$ cat src/rtl/gem_cluster_lut_scheduler_pkg.sv
// Shared definitions for the GEM cluster LUT scheduler: FSM states and field widths.
package gem_cluster_lut_scheduler_pkg;

    typedef enum logic [1:0] {
        S_IDLE  = 2'd0,
        S_ISSUE = 2'd1,
        S_DRAIN = 2'd2,
        S_DONE  = 2'd3
    } sched_state_t;

    localparam int SLOT_W = 3;
    localparam int ROLL_W = 3;
    localparam int PAD_W  = 8;
    localparam int SIZE_W = 3;
    localparam int WIRE_W = 6;
    localparam int HS_W   = 8;

endpackage

$ cat src/rtl/gem_sched_tag_pipe.sv
// Fixed-depth shift register of {valid, slot} tags that tracks in-flight translator lookups.
module gem_sched_tag_pipe
    import gem_cluster_lut_scheduler_pkg::*;
#(
    parameter int DEPTH = 1
) (
    input  logic              clk,
    input  logic              rst_n,
    input  logic              i_flush,
    input  logic              i_push_vld,
    input  logic [SLOT_W-1:0] i_push_slot,
    output logic              o_vld,
    output logic [SLOT_W-1:0] o_slot
);

    logic [DEPTH-1:0]  r_vld;
    logic [SLOT_W-1:0] r_slot [DEPTH];

    always_ff @(posedge clk or negedge rst_n) begin
        if (!rst_n) begin
            r_vld <= '0;
            for (int unsigned i = 0; i < DEPTH; i++) r_slot[i] <= '0;
        end else begin
            r_vld[0]  <= i_flush ? 1'b0 : i_push_vld;
            r_slot[0] <= i_push_slot;
            for (int unsigned i = 1; i < DEPTH; i++) begin
                r_vld[i]  <= i_flush ? 1'b0 : r_vld[i-1];
                r_slot[i] <= r_slot[i-1];
            end
        end
    end

    assign o_vld  = r_vld[DEPTH-1];
    assign o_slot = r_slot[DEPTH-1];

endmodule

$ cat src/rtl/gem_cluster_lut_scheduler.sv
// Issues up to eight GEM clusters through one shared translator and banks the returned windows per slot.
// Define GEM_SCHED_SKIP_INVALID_EN to skip invalid slots instead of walking all eight in order.
module gem_cluster_lut_scheduler
    import gem_cluster_lut_scheduler_pkg::*;
#(
    parameter int NCLUSTERS   = 8,
    parameter int TRN_LATENCY = 1
) (
    input  logic                          clock,
    input  logic                          reset_n,
    input  logic                          load,
    input  logic [NCLUSTERS-1:0]          cl_vpf,
    input  logic [NCLUSTERS*ROLL_W-1:0]   cl_roll,
    input  logic [NCLUSTERS*PAD_W-1:0]    cl_pad,
    input  logic [NCLUSTERS*SIZE_W-1:0]   cl_size,
    output logic                          trn_vpf,
    output logic [ROLL_W-1:0]             trn_roll,
    output logic [PAD_W-1:0]              trn_pad,
    output logic [SIZE_W-1:0]             trn_size,
    input  logic [WIRE_W-1:0]             trn_wire_lo,
    input  logic [WIRE_W-1:0]             trn_wire_hi,
    input  logic [HS_W-1:0]               trn_hs_lo,
    input  logic [HS_W-1:0]               trn_hs_hi,
    input  logic                          trn_me1a,
    output logic [NCLUSTERS-1:0]          res_vpf,
    output logic [NCLUSTERS*WIRE_W-1:0]   res_wire_lo,
    output logic [NCLUSTERS*WIRE_W-1:0]   res_wire_hi,
    output logic [NCLUSTERS*HS_W-1:0]     res_hs_lo,
    output logic [NCLUSTERS*HS_W-1:0]     res_hs_hi,
    output logic [NCLUSTERS-1:0]          res_me1a,
    output logic                          busy,
    output logic                          done,
    output logic                          overrun
);

    sched_state_t r_state, w_state_nxt;

    logic [NCLUSTERS-1:0]        r_vpf, r_pend, w_pend_left;
    logic [NCLUSTERS*ROLL_W-1:0] r_roll;
    logic [NCLUSTERS*PAD_W-1:0]  r_pad;
    logic [NCLUSTERS*SIZE_W-1:0] r_size;
    logic [1:0]                  r_drain;
    logic                        r_overrun;

    logic [NCLUSTERS-1:0]        r_res_vpf, r_res_me1a;
    logic [NCLUSTERS*WIRE_W-1:0] r_res_wlo, r_res_whi;
    logic [NCLUSTERS*HS_W-1:0]   r_res_hlo, r_res_hhi;

    logic [SLOT_W-1:0] w_sel, w_tag_slot;
    logic              w_any, w_issue_slot, w_issue_vld, w_tag_vld;

`ifdef GEM_SCHED_SKIP_INVALID_EN
    localparam logic SKIP_INVALID = 1'b1;
`else
    localparam logic SKIP_INVALID = 1'b0;
`endif

    // Lowest pending slot wins: scan downwards so the last hit is the lowest index.
    always_comb begin
        w_sel = '0;
        w_any = 1'b0;
        for (int unsigned i = NCLUSTERS; i > 0; i--) begin
            if (r_pend[i-1]) begin
                w_sel = SLOT_W'(i - 1);
                w_any = 1'b1;
            end
        end
    end

    always_comb begin
        w_issue_slot = (r_state == S_ISSUE) && w_any;
        w_issue_vld  = w_issue_slot && (SKIP_INVALID || r_vpf[w_sel]);
        w_pend_left  = r_pend;
        if (w_issue_slot) w_pend_left[w_sel] = 1'b0;
        trn_vpf  = w_issue_vld;
        trn_roll = w_issue_vld ? r_roll[w_sel*ROLL_W +: ROLL_W] : '0;
        trn_pad  = w_issue_vld ? r_pad[w_sel*PAD_W +: PAD_W]    : '0;
        trn_size = w_issue_vld ? r_size[w_sel*SIZE_W +: SIZE_W] : '0;
    end

    // DRAIN lasts exactly TRN_LATENCY cycles so the final return lands before DONE,
    // which keeps done timing fixed even when trailing slots carried invalid tags.
    always_comb begin
        w_state_nxt = r_state;
        case (r_state)
            S_IDLE:  if (load) w_state_nxt = S_ISSUE;
            S_ISSUE: if (!load && w_pend_left == '0) w_state_nxt = S_DRAIN;
            S_DRAIN: if (load) w_state_nxt = S_ISSUE;
                     else if (r_drain == 2'(TRN_LATENCY - 1)) w_state_nxt = S_DONE;
            S_DONE:  w_state_nxt = load ? S_ISSUE : S_IDLE;
            default: w_state_nxt = S_IDLE;
        endcase
    end

    always_ff @(posedge clock or negedge reset_n) begin
        if (!reset_n) begin
            r_state   <= S_IDLE;
            r_vpf     <= '0;
            r_roll    <= '0;
            r_pad     <= '0;
            r_size    <= '0;
            r_pend    <= '0;
            r_drain   <= '0;
            r_overrun <= 1'b0;
        end else begin
            r_state <= w_state_nxt;
            r_drain <= (r_state == S_DRAIN && !load) ? r_drain + 2'd1 : 2'd0;
            if (load && (r_state == S_ISSUE || r_state == S_DRAIN)) r_overrun <= 1'b1;
            if (load) begin
                r_vpf  <= cl_vpf;
                r_roll <= cl_roll;
                r_pad  <= cl_pad;
                r_size <= cl_size;
                r_pend <= SKIP_INVALID ? cl_vpf : '1;
            end else begin
                r_pend <= w_pend_left;
            end
        end
    end

    gem_sched_tag_pipe #(
        .DEPTH (TRN_LATENCY)
    ) u_tag_pipe (
        .clk         (clock),
        .rst_n       (reset_n),
        .i_flush     (load),
        .i_push_vld  (w_issue_vld),
        .i_push_slot (w_sel),
        .o_vld       (w_tag_vld),
        .o_slot      (w_tag_slot)
    );

    always_ff @(posedge clock or negedge reset_n) begin
        if (!reset_n) begin
            r_res_vpf  <= '0;
            r_res_me1a <= '0;
            r_res_wlo  <= '0;
            r_res_whi  <= '0;
            r_res_hlo  <= '0;
            r_res_hhi  <= '0;
        end else if (load) begin
            r_res_vpf  <= '0;
            r_res_me1a <= '0;
            r_res_wlo  <= '0;
            r_res_whi  <= '0;
            r_res_hlo  <= '0;
            r_res_hhi  <= '0;
        end else if (w_tag_vld) begin
            r_res_vpf[w_tag_slot]                  <= 1'b1;
            r_res_me1a[w_tag_slot]                 <= trn_me1a;
            r_res_wlo[w_tag_slot*WIRE_W +: WIRE_W] <= trn_wire_lo;
            r_res_whi[w_tag_slot*WIRE_W +: WIRE_W] <= trn_wire_hi;
            r_res_hlo[w_tag_slot*HS_W +: HS_W]     <= trn_hs_lo;
            r_res_hhi[w_tag_slot*HS_W +: HS_W]     <= trn_hs_hi;
        end
    end

    assign res_vpf     = r_res_vpf;
    assign res_me1a    = r_res_me1a;
    assign res_wire_lo = r_res_wlo;
    assign res_wire_hi = r_res_whi;
    assign res_hs_lo   = r_res_hlo;
    assign res_hs_hi   = r_res_hhi;
    assign busy        = (r_state != S_IDLE);
    assign done        = (r_state == S_DONE);
    assign overrun     = r_overrun;

endmodule

$ cat config.mk
export PLATFORM = sky130hd
export DESIGN_NAME = gem_cluster_lut_scheduler
export DESIGN_NICKNAME = d
export VERILOG_FILES = /design/src/rtl/gem_cluster_lut_scheduler_pkg.sv /design/src/rtl/gem_sched_tag_pipe.sv /design/src/rtl/gem_cluster_lut_scheduler.sv
export SDC_FILE = /design/constraint.sdc
export NUM_CORES = 1
export LEC_CHECK = 0
export BUFFER_PORTS_ARGS = -buffer_cell sky130_fd_sc_hd__buf_4
export CORE_MARGIN = 1
export CORE_UTILIZATION = 59
export CTS_CLUSTER_DIAMETER = 120
export CTS_CLUSTER_SIZE = 20
export DETAILED_ROUTE_END_ITERATION = 12
export GPL_ROUTABILITY_DRIVEN = 0
export GPL_TIMING_DRIVEN = 0
export PLACE_DENSITY = 0.86
export SYNTH_ARGS = -nofsm -noshare
export SYNTH_HDL_FRONTEND = slang
export SYNTH_SLANG_ARGS = --single-unit
$ cat constraint.sdc
create_clock -name clock -period 11.45 [get_ports clock]
set_input_delay 1.145 -clock clock [delete_from_list [all_inputs] [get_ports clock]]
set_output_delay 1.145 -clock clock [all_outputs]
set_load 0.02 [all_outputs]
Word level (Yosys, flattened, before mapping)
Index checks and enable logic that the tools add are counted.
- register bits: 377
- latch bits: 0
- memory bits (writable): 0
- memory bits (read-only): 0
- input bits: 152
- output and inout port bits: 258
- logic and storage cells: 110
- memories: 0
- $add $sub $neg: 3
- $mul: 2
- divide/modulo/power cells: 0
- $lt $le $gt $ge: 4
- eq/ne operators: 6
- shift-type cells: 9
- muxes and demuxes: 52
- bitwise gates (word level): 3
- reductions and logical operators: 15
- operators by type and width (cell ; count):
    64-bit two-way mux ; 4
    48-bit two-way mux ; 4
    64-bit bitwise mux ; 2
    8-bit by 34-bit variable part select with 64-bit output ; 2
    48-bit bitwise mux ; 2
    6-bit by 34-bit variable part select with 48-bit output ; 2
    6-bit negation with 34-bit output ; 2
    8-bit by 34-bit variable shift with 64-bit output (first input constant) ; 1
    64-bit by 7-bit variable part select with 8-bit output ; 1
    8-bit two-way mux ; 7
    6-bit by 34-bit variable shift with 48-bit output (first input constant) ; 1
    24-bit by 6-bit variable part select with 3-bit output ; 2
    3-bit two-way mux ; 10
    1-bit two-way mux ; 13
    3-bit by 2-bit multiplier with 5-bit output (second input constant) ; 2
    2-bit two-way mux ; 5
    8-bit AND ; 1
    8-bit bitwise mux ; 1
    8-bit zero test ; 1
    3-bit by 4-bit less-than comparator with 1-bit output (second input constant) ; 2
    8-bit inverter ; 1
    8-bit bitwise OR ; 1
    2-bit case mux with 4 select lines ; 1
    1-bit logical AND ; 7
    14 further kinds ; 19

Longest topological paths before layout
Gate-level depths: netlist (run 1).
- depth after elaboration: 19
- gate-level depth with buffers: 16
- gate-level depth less buffers: 12

Cells and area by module
Synthesis (run 1) repeated with hierarchy kept, for this count alone.
- cell total of the unflattened synthesis: 1568
- area total of the unflattened synthesis: 17443.0 sq um
- by module, submodules not included (module ; instances ; cells each ; area an instance (sq um) ; sequential area each (sq um)):
    gem_cluster_lut_scheduler ; 1 ; 1563 ; 17329.1 ; 9334.0
    gem_sched_tag_pipe ; 1 ; 5 ; 113.9 ; 100.1

Worst setup path after synthesis (run 1)
No wires, ideal clock.
- path type: register to register
- start: register u_tag_pipe.r_slot, in the netlist u_tag_pipe.o_slot[0]
- end: register r_res_wlo[32], in the netlist res_wire_lo[32]
- library setup time: 132 ps
- arrival: 3472 ps
- data required time: 11318 ps
- slack: 7846 ps
- cell stages (with the launch flop): 16
- buffers on the path: 5
- clock period less this slack: 3604 ps
- cells stage by stage: dfrtp_1 > ha_1 > buf_2 > inv_1 > fa_1 > buf_4 > and2_0 > buf_2 > and2_1 > ha_1 > buf_2 > clkbuf_1 > nand3_1 > nor2_1 > mux2i_1 > nor2_1
- word-level cells in the longest chain between the ends: 6
- elaborated cells on any way between the ends: 7
- classes of those cells: 1 x add/sub; 1 x mul; 2 x shift; 3 x mux
- RTL lines (what ; line ; RTL):
    from (decl) ; gem_sched_tag_pipe.sv:17 ; logic [SLOT_W-1:0] r_slot [DEPTH];
    from (signal, indexed assignment) ; gem_sched_tag_pipe.sv:28 ; r_slot[i] <= r_slot[i-1];
    3-bit by 2-bit multiplier with 5-bit output (*) ; gem_cluster_lut_scheduler.sv:151 ; r_res_wlo[w_tag_slot*WIRE_W +: WIRE_W] <= trn_wire_lo;
    6-bit negation with 34-bit output (*) ; gem_cluster_lut_scheduler.sv:151 ;
    6-bit by 34-bit variable part select with 48-bit output or 6-bit by 34-bit variable shift with 48-bit output (tied branches) ; gem_cluster_lut_scheduler.sv:151 ;
    48-bit bitwise mux (*) ; gem_cluster_lut_scheduler.sv:151 ;
    48-bit two-way mux (*) ; gem_cluster_lut_scheduler.sv:148 ; end else if (w_tag_vld) begin
    48-bit two-way mux (*) ; gem_cluster_lut_scheduler.sv:141 ; end else if (load) begin
    to (signal, indexed assignment) ; gem_cluster_lut_scheduler.sv:151 ;
    to (decl) ; gem_cluster_lut_scheduler.sv:46 ; logic [NCLUSTERS*WIRE_W-1:0] r_res_wlo, r_res_whi;
Mark *: on every way between the ends. The rest lies on a longest branch, timed or not. The select of a mux whose other input is x is not followed.
A chain may end at the register's enable or synchronous reset.

Worst setup path in the final report (run 1)
- start: register r_pend[3]
- end: output port trn_roll[1]
- word-level cells in the longest chain between the ends: 8
- elaborated cells on any way between the ends: 15
- classes of those cells: 1 x mul; 1 x shift; 11 x mux; 2 x reduce/logical
- RTL lines (what ; line ; RTL):
    from (decl) ; gem_cluster_lut_scheduler.sv:38 ; logic [NCLUSTERS-1:0] r_vpf, r_pend, w_pend_left;
    from (signal assigned) ; gem_cluster_lut_scheduler.sv:114 ; r_pend <= SKIP_INVALID ? cl_vpf : '1;
    from (signal assigned) ; gem_cluster_lut_scheduler.sv:116 ; r_pend <= w_pend_left;
    parallel branches: the longest is 7 deep, another holds 3-bit by 2-bit multiplier with 5-bit output ; - ;
    3-bit two-way mux (*) ; gem_cluster_lut_scheduler.sv:76 ; trn_roll = w_issue_vld ? r_roll[w_sel*ROLL_W +: ROLL_W] : '0;
    to (decl) ; gem_cluster_lut_scheduler.sv:17 ; output logic [ROLL_W-1:0] trn_roll,
Every way passes the cells marked *. The select of a mux whose other input is x is not followed.

==> results of run 1 <==
[state kept, by name (all words and copies together) (netlist names)]
| register | cells |
|---|---|
| r_pad | 64 |
| res_hs_hi | 64 |
| res_hs_lo | 64 |
| res_wire_hi | 48 |
| res_wire_lo | 48 |
| r_roll | 24 |
| r_size | 24 |
| r_pend | 8 |
| r_vpf | 8 |
| res_me1a | 8 |
| res_vpf | 8 |
| u_tag_pipe.o_slot | 3 |
| r_drain | 2 |
| r_state | 2 |
| overrun | 1 |
| u_tag_pipe.o_vld | 1 |
[Yosys cell counts, drive strengths merged (34+ instances only)]
| master | number | area (um2) |
|---|---|---|
| dfrtp | 377 | 9434 |
| nand3 | 151 | 760.7 |
| nor2 | 122 | 474.2 |
| mux2 | 119 | 1340 |
| nand2 | 107 | 401.6 |
| o21ai | 94 | 470.5 |
| clkbuf | 85 | 319.1 |
| a22o | 80 | 700.7 |
| a21oi | 56 | 291.5 |
| nor3 | 49 | 291.5 |
| buf | 40 | 210.2 |
| mux2i | 40 | 400.4 |
| o31ai | 34 | 255.2 |
[cell families (layout without fill, tap and decap cells)]
family          after synthesis  count (layout)  share of synthesized area [%]
simple gates                538             538                          15.13
compound gates              394             394                          16.07
flops                       377             377                          53.27
mux                         159             159                          9.828
buf+inv                     159             590                          3.709
fa+ha+maj                    20              20                          1.441
xor+xnor                      8               8                         0.5441
[final timing paths]
kind                            cells after the start                          end  slack, ns
min in group asynchronous                           1  res_wire_hi[12]$_DFFE_PN0P_       0.60
worst max-delay path                                9                  trn_roll[1]       6.88
worst min-delay path                                1          overrun$_DFFE_PN0P_       0.47
worst max register to register                     15  res_wire_lo[32]$_DFFE_PN0P_       6.89
max in group asynchronous                           3       r_size[16]$_DFFE_PN0P_       9.61
worst min register to register                      1          overrun$_DFFE_PN0P_       0.47
[through the flow]
| stage | std cells | hold slack [ns] |
|---|---|---|
| after floorplan | 1655 | 0.4741 |
| after global placement | 2449 | 0.4453 |
| after detailed placement | 2452 | 0.4495 |
| after CTS | 2476 | 0.4689 |
| after global routing | 2476 | 0.4898 |
| final | 2476 | 0.4685 |
[layer usage]
metal / vias up / wire [um] / global-route usage, %
met5: - / 0 / 0
met4: 0 / 4170 / 22.57
met2: 1018 / 26210 / 58.56
met1: 7693 / 20790 / 46.84
li1: 6846 / - / -
met3: 235 / 5803 / 7.835
[cells in the final DEF, fill, tap and decap left out, drive strengths merged, types with 4 or more instances in the layout]
master | netlist | routed
a211oi | 28 | 28
a21o | 11 | 11
a21oi | 56 | 56
a22o | 80 | 80
a22oi | 18 | 18
a311oi | 6 | 6
a31oi | 16 | 16
and2 | 4 | 4
and3 | 17 | 17
buf | 40 | 447
clkbuf | 85 | 108
dfrtp | 377 | 377
ha | 18 | 18
inv | 33 | 33
mux2 | 119 | 119
mux2i | 40 | 40
nand2 | 107 | 107
nand2b | 21 | 21
nand3 | 151 | 151
nand4 | 20 | 20
nor2 | 122 | 122
nor2b | 25 | 25
nor3 | 49 | 49
o21ai | 94 | 94
o2bb2ai | 12 | 12
o311ai | 5 | 5
o31ai | 34 | 34
xnor2 | 5 | 5
[where the power goes]
part / switching [mW] / internal (mW)
clock network: 0.430 / 0.357
registers: 0.0462 / 1.39
logic: 0.710 / 0.344
[area by class of cell]
cell class | instances | share of cell area [%]
Clock inverter | 1 | 0.02285
Multi-Input combinational cell | 1119 | 34.79
Inverter | 34 | 0.5827
Tap cell | 390 | 2.228
Timing Repair Buffer | 407 | 14.26
Buffer | 125 | 2.417
Clock buffer | 23 | 2.628
Sequential cell | 377 | 43.08
==> impl_metrics.ini, run 1 <==
[power]
power_mw = 3.278
ir_drop_uv = 141.3
p_leak_nw = 10.08
p_per_area_mw_per_mm2 = 149.7

[setup_path]
critical_path.startpoint = r_pend[3]$_DFF_PN0_
cp-start-kind = register
required_ns = 10.31
cp_slowest_stage_delay_ns = 0.49
cp.arrival_ns = 3.42
slowest_stage = clkbuf_1
worst-path-buf-inv = 3
cp_max_fo = 10
cp_top_family = buffers and inverters
path_cells = nor2b_1 > o21bai_1 > clkbuf_1 > clkbuf_1 > nand3_1 > nand3_1 > nand4_1 > nor3_1 > buf_4
end_kind = output port
r2r-start = u_tag_pipe.o_slot[0]$_DFF_PN0_
criticalPathCategory = reg -> out

[detailed_routing]
antenna_left = 0
vias = 15790
drc = 0
drt_iter0_drc = 1744
totalWireLength_um = 56970
dr.pass1.iters = 7
routedWlPerCell_um = 23.01
viasPerCell = 6.378

[yosys]
avgSynthCellArea_um2 = 10.70
async_reset_ff_share_pct = 100.0
synth-seq-cells = 377
synth-edff-count = 0
synth_cell_types = 88
synth_fp_nets = 1826
synthFlopType = dfrtp_1
ys_seq_area_share_pct = 53.27
syn_area_mm2 = 0.01771
synthCells = 1655
ys_warn_count = 0

[finish]
seq_area_mm2 = 0.009434
layout-area-overhead-vs-synth_pct = 23.67
drive_above_1_share_pct = 29.63
nets = 2257
design_area_mm2 = 0.02190
diodes = 0
final_util_pct = 74.09
fill_cells = 2073
multiInputGateArea_mm2 = 0.007619

[clock_tree]
clkTransAtPathRegs_ns = 0.09
htree_levels = 1
tritoncts = built
numCtsBuffers = 22
clk_path_buf_depth = 3
post_cts_resized = 0
clock_latency_ns = 0.56
cts_sinks = 377
holdBufCountCts = 0
cts_root_buf = clkbuf_16
cts_setup_buffers = 0

[sta]
relSlewSlack_pct = 41.16
final_max_slew_viol_count = 0
max_freq_mhz = 218.9
fin_crit_ns = 4.568
finalCritPeriodShare_pct = 39.89
fin_tns_setup_ns = 0
finalSetupViolations = 0
grt_setup_unrepaired = false
worst_slew_pin_slew_ns = 0.8826
fin_skew_ns = 0.02521
fin_ws_ns = 6.882
hold_violations = 0

[floorplanning]
io_pins = 410
die-area_mm2 = 0.03071
rows = 63
die_x_um = 175.3
die_y_um = 175.3
initial_utilization_pct = 59.91
core_area_mm2 = 0.02956

[global_route]
antenna_found_initial = 0
grt_pass1_vias = 15330
grt_max_degree = 129
grt.total_usage_pct = 36.97
grt_pass1_wl_um = 87410
overflow = 0

[hold_path]
hp-start = overrun$_DFFE_PN0P_
worstHoldPathType = reg -> reg

[placement]
dp_hpwl_um = 43380
port_buffers = 404
dp_slack_ns = 7.073
place_area_mm2 = 0.02132

[outcome]
status = completed

[flow_run]
drv_cap = 0
Note: power is estimated with default switching activity, not from simulation.
==> run 2, diff against run 1 <==
- CORE_UTILIZATION: 59 -> 49
- PLACE_DENSITY: 0.86 -> 0.77
- clock period: 11.45 -> 3.9 ns (I/O delays scaled with it)
==> run 2 against run 1 <==
  * Utilization shrank 12 points
  * Clock-buffer cell count is the same
  * Routed wire length grew 3.4%
  * Sequential cell count is the same
  * Highest routed layer unchanged
  * Die area grew 20%
  * Non-clock buffer count grew 4
  * Critical endpoint is now trn_pad[1]
  * Sequential share of layout area shrank 0.47 points
  * Total power grew to 3.0 times the previous value
  * Worst hold slack lost 0.40 ns
  * Combinational power grew to 3.1 times the previous value
  * First-iteration DRC count shrank 14%
==> impl_metrics.ini, run 2 (synthesized netlist as in run 1, its figures left out) <==
[finish]
multiInputGateArea_mm2 = 0.007715
mostFrequentLayoutCell = buf_4
layout-area-overhead-vs-synth_pct = 25.07
final_util_pct = 62.27
seq_area_mm2 = 0.009437
nets = 2261
final_cell_mix = buf_4, dfrtp_1, nand3_1
fill_cells = 2952
diodes = 0
drive_above_1_share_pct = 30.72

[sta]
finalCritPeriodShare_pct = 97.14
hold_violations = 0
fin_crit_ns = 3.789
relSlewSlack_pct = 43.19
finalSetupViolations = 0
whs_ns = 0.07147
fin_skew_ns = 0.01920
worst_slew_pin_slew_ns = 0.8457
max_freq_mhz = 263.9
final_max_slew_viol_count = 0

[clock_tree]
clkTransAtPathRegs_ns = 0.09
cts_sinks = 377
numCtsBuffers = 22
tritoncts = built
htree_levels = 1
cts_root_buf = clkbuf_16
clk_path_buf_depth = 3
clock_latency_ns = 0.55

[power]
p_leak_nw = 10.14
power_mw = 9.764
p_per_area_mw_per_mm2 = 440.9
ir_drop_uv = 365.5

[detailed_routing]
antenna_left = 0
totalWireLength_um = 58910
routedWlPerCell_um = 23.09
viasPerCell = 6.074
vias = 15500
drc = 0
dr.pass1.iters = 9
drt_iter0_drc = 1505

[global_route]
overflow = 0
grt_pass1_vias = 15170
antenna_found_initial = 0
grt_max_degree = 132
grt.total_usage_pct = 31.38
grt_pass1_wl_um = 88780

[setup_path]
required_ns = 3.51
end_kind = output port
cp-start-kind = register
cp.arrival_ns = 3.40
criticalPathCategory = reg -> out
cp_max_fo = 10

[placement]
port_buffers = 404
dp_hpwl_um = 44770

[floorplanning]
die_y_um = 192.1
initial_utilization_pct = 49.79
die_x_um = 192.1
io_pins = 410
core_area_mm2 = 0.03557
die-area_mm2 = 0.03691
rows = 69

[hold_path]
worstHoldPathType = in -> reg

[flow_run]
drv_cap = 0

[outcome]
status = completed
[run 2: changes by cell type in the layout (fill, tap and decap cells not counted), moves of 2 or more]
cell | before | now
clkbuf_1 | 85 | 80
buf_2 | 24 | 20
buf_4 | 409 | 414
clkbuf_2 | 0 | 3
nand3_1 | 150 | 148
dfrtp_2 | 0 | 2
nand3_2 | 1 | 3
clkbuf_4 | 0 | 3
dfrtp_1 | 377 | 375
nor2_1 | 121 | 119
[run 2: worst max-delay path, cell delays in order (launching register included)]
cell and delay [ns]:
dfrtp_1 0.44, nor2b_1 0.16, o21ai_1 0.29, clkbuf_1 0.47, clkbuf_1 0.43, nand3_1 0.16, nand3_1 0.26, nand4_1 0.13
nor3_1 0.30, buf_4 0.22
[run 2: what timing repair did]
action | CTS | global route
hold buffers | 1 | 0
pin swaps | 1 | 3
buffers inserted | 4 | 0
gates resized for setup | 19 | 19
endpoints found under the setup margin | 82 | 46
endpoints found under the hold margin | 64 | 0
[run 2: final cells by class]
cell class | count | share of cell area [%]
flip-flops and latches | 377 | 42.61
multi-input cells | 1119 | 34.83
repair buffers | 412 | 14.28
well taps | 461 | 2.604
clock buffers | 23 | 2.599
plain buffers | 124 | 2.469
inverters | 34 | 0.5875
clock inverters | 1 | 0.02260
[run 2: stage by stage]
step | std cells | TNS (ns) | setup slack (ns) | cell area [um2]
finish | 2551 | 0 | 0.1114 | 22150
floorplan | 1655 | 0 | 0.2964 | 17710
CTS | 2551 | 0 | 0.05929 | 22090
global placement | 2520 | -406.28 | -1.068 | 21320
detailed placement | 2523 | -22.35 | -0.5256 | 21410
global route | 2551 | -0.006990 | -0.006990 | 22150
[run 2: metal layers]
metal / wire length [um] / share of wire (%) / vias up / track usage (%)
met5: 0 / 0 / - / 0
met4: 3755 / 6.4 / 0 / 16.20
met3: 5645 / 9.6 / 221 / 7.053
met2: 26980 / 46 / 900 / 49.85
met1: 22530 / 38 / 7501 / 40.17
li1: - / - / 6873 / -
[run 2: path summary, 6_finish.rpt]
| path | startpoint | end | slack [ns] | cells past startpoint |
|---|---|---|---|---|
| max | r_pend[7]$_DFF_PN0_ | trn_pad[1] | 0.11 | 9 |
| min | cl_vpf[3] | r_vpf[3]$_DFFE_PN0P_ | 0.07 | 3 |
| max reg2reg | u_tag_pipe.o_slot[0]$_DFF_PN0_ | res_wire_lo[4]$_DFFE_PN0P_ | 0.13 | 14 |
| min reg2reg | overrun$_DFFE_PN0P_ | overrun$_DFFE_PN0P_ | 0.47 | 1 |
| max in group asynchronous | reset_n | res_hs_hi[39]$_DFFE_PN0P_ | 2.34 | 4 |
| min in group asynchronous | reset_n | res_vpf[7]$_DFFE_PN0P_ | 0.22 | 2 |
[run 2: where the power goes]
| part | switching, mW | leakage [nW] | internal [mW] |
|---|---|---|---|
| Sequential | 0.124 | 4.94 | 4.08 |
| Clock | 1.27 | 0.287 | 1.05 |
| Combinational | 2.17 | 4.91 | 1.07 |
| Total | 3.57 | 10.1 | 6.20 |
